## src/rtl/alu_result_register_pkg.sv

```systemverilog
// Shared types and constants for the ALU result register slice.
// Included by alu_result_register and alu_history_buf.
package alu_result_register_pkg;

    localparam int DATA_W     = 8;
    localparam int FB_W       = 4;
    localparam int HIST_DEPTH = 4;
    localparam int FUNC_W     = 3;

    typedef enum logic [1:0] {
        ST_EMPTY  = 2'd0,
        ST_LOADED = 2'd1,
        ST_FROZEN = 2'd2
    } state_e;

    localparam logic [2:0] FUNC_INC       = 3'd0;
    localparam logic [2:0] FUNC_ADD       = 3'd1;
    localparam logic [2:0] FUNC_PLUS      = 3'd2;
    localparam logic [2:0] FUNC_XOR_OR    = 3'd3;
    localparam logic [2:0] FUNC_REDUCE_OR = 3'd4;
    localparam logic [2:0] FUNC_CONCAT    = 3'd5;

endpackage

```

## src/rtl/alu_history_buf.sv

```systemverilog
// Circular buffer of past {func, result} captures with newest-first read mux.
// Used only when ALU_RESULT_HISTORY_EN is defined.
module alu_history_buf #(
    parameter int DEPTH  = 4,
    parameter int ENTRY_W = 11,
    parameter int PTR_W  = $clog2(DEPTH)
) (
    input  logic               clock,
    input  logic               reset,
    input  logic               clear,
    input  logic               wr_en,
    input  logic [ENTRY_W-1:0] wr_data,
    input  logic [PTR_W-1:0]   rd_sel,
    output logic [ENTRY_W-1:0] rd_data,
    output logic [PTR_W:0]     count
);
    import alu_result_register_pkg::*;

    logic [ENTRY_W-1:0] r_mem [DEPTH];
    logic [PTR_W-1:0]   r_wptr;
    logic [PTR_W:0]     r_count;
    logic [PTR_W-1:0]   w_rd_idx;

    // Entry storage, write pointer and saturating fill count
    always_ff @(posedge clock) begin
        if (reset) begin
            for (int i = 0; i < DEPTH; i++) begin
                r_mem[i] <= '0;
            end
            r_wptr  <= '0;
            r_count <= '0;
        end else if (clear) begin
            // Entries are left in place; the zero count hides them from reads.
            r_wptr  <= '0;
            r_count <= '0;
        end else if (wr_en) begin
            r_mem[r_wptr] <= wr_data;
            r_wptr        <= r_wptr + PTR_W'(1);
            if (r_count != (PTR_W+1)'(DEPTH)) begin
                r_count <= r_count + (PTR_W+1)'(1);
            end
        end
    end

    // Newest-first read; slots beyond the fill count read as zero
    always_comb begin
        w_rd_idx = r_wptr - PTR_W'(1) - rd_sel;
        if ({1'b0, rd_sel} < r_count) begin
            rd_data = r_mem[w_rd_idx];
        end else begin
            rd_data = '0;
        end
    end

    assign count = r_count;

endmodule

```

## src/rtl/alu_result_register.sv

```systemverilog
// Result register behind the lab ALU: edge-triggered capture, freeze/clear FSM,
// operand-B feedback. Optional history buffer enabled by ALU_RESULT_HISTORY_EN.
module alu_result_register #(
    parameter int DATA_W     = alu_result_register_pkg::DATA_W,
    parameter int FB_W       = alu_result_register_pkg::FB_W,
    parameter int HIST_DEPTH = alu_result_register_pkg::HIST_DEPTH
) (
    input  logic              clock,
    input  logic              reset,
    input  logic [DATA_W-1:0] alu_result,
    input  logic [2:0]        alu_func,
    input  logic              load,
    input  logic              clear,
    input  logic              freeze,
    output logic [DATA_W-1:0] reg_out,
    output logic [FB_W-1:0]   b_feedback,
    output logic              valid,
    output logic              zero,
    input  logic [1:0]        hist_sel,
    output logic [DATA_W+2:0] hist_data,
    output logic [2:0]        hist_count
);
    import alu_result_register_pkg::*;

    state_e            r_state;
    state_e            w_state_next;
    logic              r_load_q;
    logic [DATA_W-1:0] r_reg;
    logic              r_valid;
    logic [DATA_W-1:0] w_reg_next;
    logic              w_valid_next;
    logic              w_load_rise;
    logic              w_capture;

    assign w_load_rise = load & ~r_load_q;

    // Edge-detect flop, FSM state and stored result
    always_ff @(posedge clock) begin
        if (reset) begin
            r_load_q <= 1'b0;
            r_state  <= ST_EMPTY;
            r_reg    <= '0;
            r_valid  <= 1'b0;
        end else begin
            r_load_q <= load;
            r_state  <= w_state_next;
            r_reg    <= w_reg_next;
            r_valid  <= w_valid_next;
        end
    end

    // Next state and capture decision; clear overrides everything but reset
    always_comb begin
        w_state_next = r_state;
        w_reg_next   = r_reg;
        w_valid_next = r_valid;
        w_capture    = 1'b0;
        if (clear) begin
            w_state_next = ST_EMPTY;
            w_reg_next   = '0;
            w_valid_next = 1'b0;
        end else begin
            case (r_state)
                ST_EMPTY, ST_LOADED: begin
                    if (w_load_rise && !freeze) begin
                        w_capture    = 1'b1;
                        w_state_next = ST_LOADED;
                    end else if (freeze) begin
                        w_state_next = ST_FROZEN;
                    end else begin
                        w_state_next = r_state;
                    end
                end
                ST_FROZEN: begin
                    // r_valid remembers whether a capture preceded the freeze
                    if (!freeze) begin
                        w_state_next = r_valid ? ST_LOADED : ST_EMPTY;
                    end else begin
                        w_state_next = ST_FROZEN;
                    end
                end
                default: begin
                    w_state_next = ST_EMPTY;
                end
            endcase
            if (w_capture) begin
                w_reg_next   = alu_result;
                w_valid_next = 1'b1;
            end else begin
                w_reg_next   = r_reg;
                w_valid_next = r_valid;
            end
        end
    end

    assign reg_out    = r_reg;
    assign valid      = r_valid;
    assign zero       = r_valid & (r_reg == '0);
    assign b_feedback = r_reg[FB_W-1:0];

`ifdef ALU_RESULT_HISTORY_EN
    alu_history_buf #(
        .DEPTH   (HIST_DEPTH),
        .ENTRY_W (DATA_W + 3)
    ) u_hist (
        .clock   (clock),
        .reset   (reset),
        .clear   (clear),
        .wr_en   (w_capture),
        .wr_data ({alu_func, alu_result}),
        .rd_sel  (hist_sel),
        .rd_data (hist_data),
        .count   (hist_count)
    );
`else
    logic w_unused;
    assign w_unused   = ^{hist_sel, alu_func, HIST_DEPTH[0]};
    assign hist_data  = '0;
    assign hist_count = 3'd0;
`endif

endmodule

```

## config.mk

```make
export PLATFORM = sky130hd
export DESIGN_NAME = alu_result_register
export DESIGN_NICKNAME = d
export VERILOG_FILES = /design/src/rtl/alu_result_register_pkg.sv /design/src/rtl/alu_history_buf.sv /design/src/rtl/alu_result_register.sv
export SDC_FILE = /design/constraint.sdc
export NUM_CORES = 1
export LEC_CHECK = 0
export ABC_AREA = 0
export CORE_UTILIZATION = 30
export DETAILED_ROUTE_END_ITERATION = 8
export GPL_ROUTABILITY_DRIVEN = 0
export PLACE_DENSITY = 0.69
export SYNTH_ARGS = -nofsm -noshare
export SYNTH_HDL_FRONTEND = slang
export SYNTH_SLANG_ARGS = --single-unit
```

## constraint.sdc

```tcl
create_clock -name clock -period 3 [get_ports clock]
set_input_delay 0.45 -clock clock [delete_from_list [all_inputs] [get_ports clock]]
set_output_delay 0.45 -clock clock [all_outputs]
set_load 0.03 [all_outputs]
```

==> out/results.txt <==
mux cell area share after synthesis - 0
CTS tree - yes
Critical Path AT - 2.06 ns
Non-Filler Instances - 122
delay-heaviest family, CP - simple AND/OR/NAND/NOR gates
status - complete, no violations
design area - 837 sq um
area delta synth->final - 38.5%
clock root buffer - clkbuf_4
Post-DP HPWL - 924 um
WS Path Type - reg2out
core box area - 0.00180 sq mm
maximum VDD drop - 0.199 mV
GRT Total Usage - 0.122
final WL - 1180 um
Num CTS Buffers - 3
post_cts resized - 0
Yosys cell types - 17
chip height - 46.9 um
Final Hold Viols - 0
top cell type's share of synthesized area - 0.398
Final ANT Viol Nets - 0
crit path max fanout - 4
setup ws final - 0.487 ns
Congestion Overflow GR - 0
Seq/Total Area, Yosys - 0.398
main area contributors after synthesis - dfxtp_1 (40%), buf_4 (22%), nand2_1 (12%), a21oi_1 (6.6%), nor4b_4 (3.9%)
first-pass GRT wire length - 1770 um
Mean Syn Cell Area - 8.17 sq um
R2R cell count - 3
FF+latch area - 240 sq um
R2R setup slack - 1.61 ns
EDFF count, synth - 0
Fin Setup TNS - 0 ns
CP startpoint - reg_out[0]
Min Clock Period, post-route - 2.51 ns
Synth Area in Simple Gates - 0.267
maximum clock frequency - 398 MHz
Via Count - 502
fin util - 0.465
power consumption - 0.366 mW
largest net degree at the start of global routing - 12
die width - 46.9 um
Worst-Margin Slew - 0.533 ns
Compound-Gate Fraction of Synth Area - 0.0911
CP peak stage delay - 0.73 ns
Post-Syn Area - 604 sq um
cell count along the critical path - 4
Synth Warn # - 0
Adder-Cell Fraction of Synth Area - 0
fillcell total - 194
post-CTS setup buffer count - 0
pwr/cell area - 437 mW/mm^2
Bufs and invs on worst path - 1
post-placement cell count - 118
PortBufs - 26
DP Worst Slack - 0.806 ns
Post-CTS Hold Fix Bufs - 0
initial antenna violation count - 0
worst setup path endpoint - zero
clock slew at reported path FFs - 0.08 ns
CP Data Required Time - 2.55 ns
Post-synth ARST share - 0
most frequent cell after synthesis - nand2_1
share of cells above drive strength 1 - 0.0619
Slew Limit Fails - 0
XOR/XNOR Fraction of Synth Area - 0
leakage power - 0.317 nW
Post-DP Area - 801 sq um
Max-Cap Viols - 0
Gate Count Post-Synth - 74
nets@finish - 116
die footprint - 0.00220 sq mm
worst reg2reg startpoint - r_state[1]
crit-path cells - nor4_1 -> nand2_1 -> nor4b_1 -> clkdlybuf4s50_1
WL per Instance - 9.64 um
DRT Pass-1 Iters - 2
Final setup violation count - 0
H-tree lvl count - 1
row count - 15
largest family of logic cells by synthesized area - simple AND/OR/NAND/NOR gates
initial DRC count - 2
clk_lat worst skew - 0.27 ns
clock tree buffer depth - 2
area leader, netlist - dfxtp_1
RR Endpoint - reg_out[7]
RSZ-0062 raised after global routing - false
Most used DFF post-synth - dfxtp_1
Post-synth top cells - nand2_1 (19), buf_4 (18), dfxtp_1 (12), a21oi_1 (8), nor2_1 (4)
DRC errors left - 0
area of the multi-input gates - 269 sq um
Min-Delay Path Class - reg2reg
clk_skew - 0.00607 ns
worst hold-check slack - 0.478 ns
Max-Slew Margin vs Limit - 0.643
starting density of the core - 0.335
vias in the first global route - 452
ANT cells - 0
#FFs+latches synth - 12
CP max stage cell - clkdlybuf4s50_1
fin crit share - 0.838
via/cell ratio - 4.11
CP endpoint kind - output port
IO Count - 46
Sink Count - 12
Critical Path Source Type - register
[worst register-to-register path: cells and delay by family (launching register included)]
family | cells | cell delay [ns]
AND/OR/NAND/NOR | 2 | 0.83
flip-flops | 1 | 0.37
AO/OA/AOI/OAI | 1 | 0.07
[per-layer routing]
metal	vias to the layer above	routed length (um)	GRT usage
met5	-	0	0
met4	0	19	0.103
met3	2	65	0.0231
met2	26	652	0.225
met1	219	438	0.114
li1	255	-	-
[worst min path at each step]
stage               startpoint    endpoint  slack (ns)  cells after the start
floorplan           r_state[0]  r_state[1]        0.49                      3
global placement    reg_out[5]  reg_out[5]        0.46                      2
detailed placement  reg_out[5]  reg_out[5]        0.47                      2
CTS                 reg_out[5]  reg_out[5]        0.48                      2
global route        reg_out[5]  reg_out[5]        0.50                      2
finish              reg_out[6]  reg_out[6]        0.48                      2
[power breakdown]
part / internal, mW / switching, mW
Clock: 0.0738 / 0.0536
Combinational: 0.0266 / 0.0450
Sequential: 0.163 / 0.00405
[registers in the layout, indices dropped and copies added, names as in the netlist]
register  flops
reg_out       8
r_state       2
valid         1
r_load_q      1
[logic make-up (layout without fill, tap and decap cells)]
kind of cell	Yosys count	after routing
DFF	12	12
and+or+nand+nor	31	31
AOI/OAI and AO/OA	10	10
other	1	14
buffers and inverters	20	30
[layout make-up]
| class | instances | area share |
|---|---|---|
| repair buffers | 26 | 0.311 |
| clock buffers | 4 | 0.0433 |
| flip-flops and latches | 12 | 0.287 |
| multi-input cells | 55 | 0.321 |
| well taps | 25 | 0.0374 |
[cell usage in the layout (no fill, tap or decap), drive strengths merged]
cell            n
clkdlybuf4s50  26
nand2          19
conb           14
dfxtp          12
a21oi           8
nor2            4
clkbuf          4
nor2b           2
nor4b           2
nor4            1
or4b            1
or2             1
o21bai          1
nand3b          1
a211oi          1
Note: power is estimated with default switching activity, not from simulation.
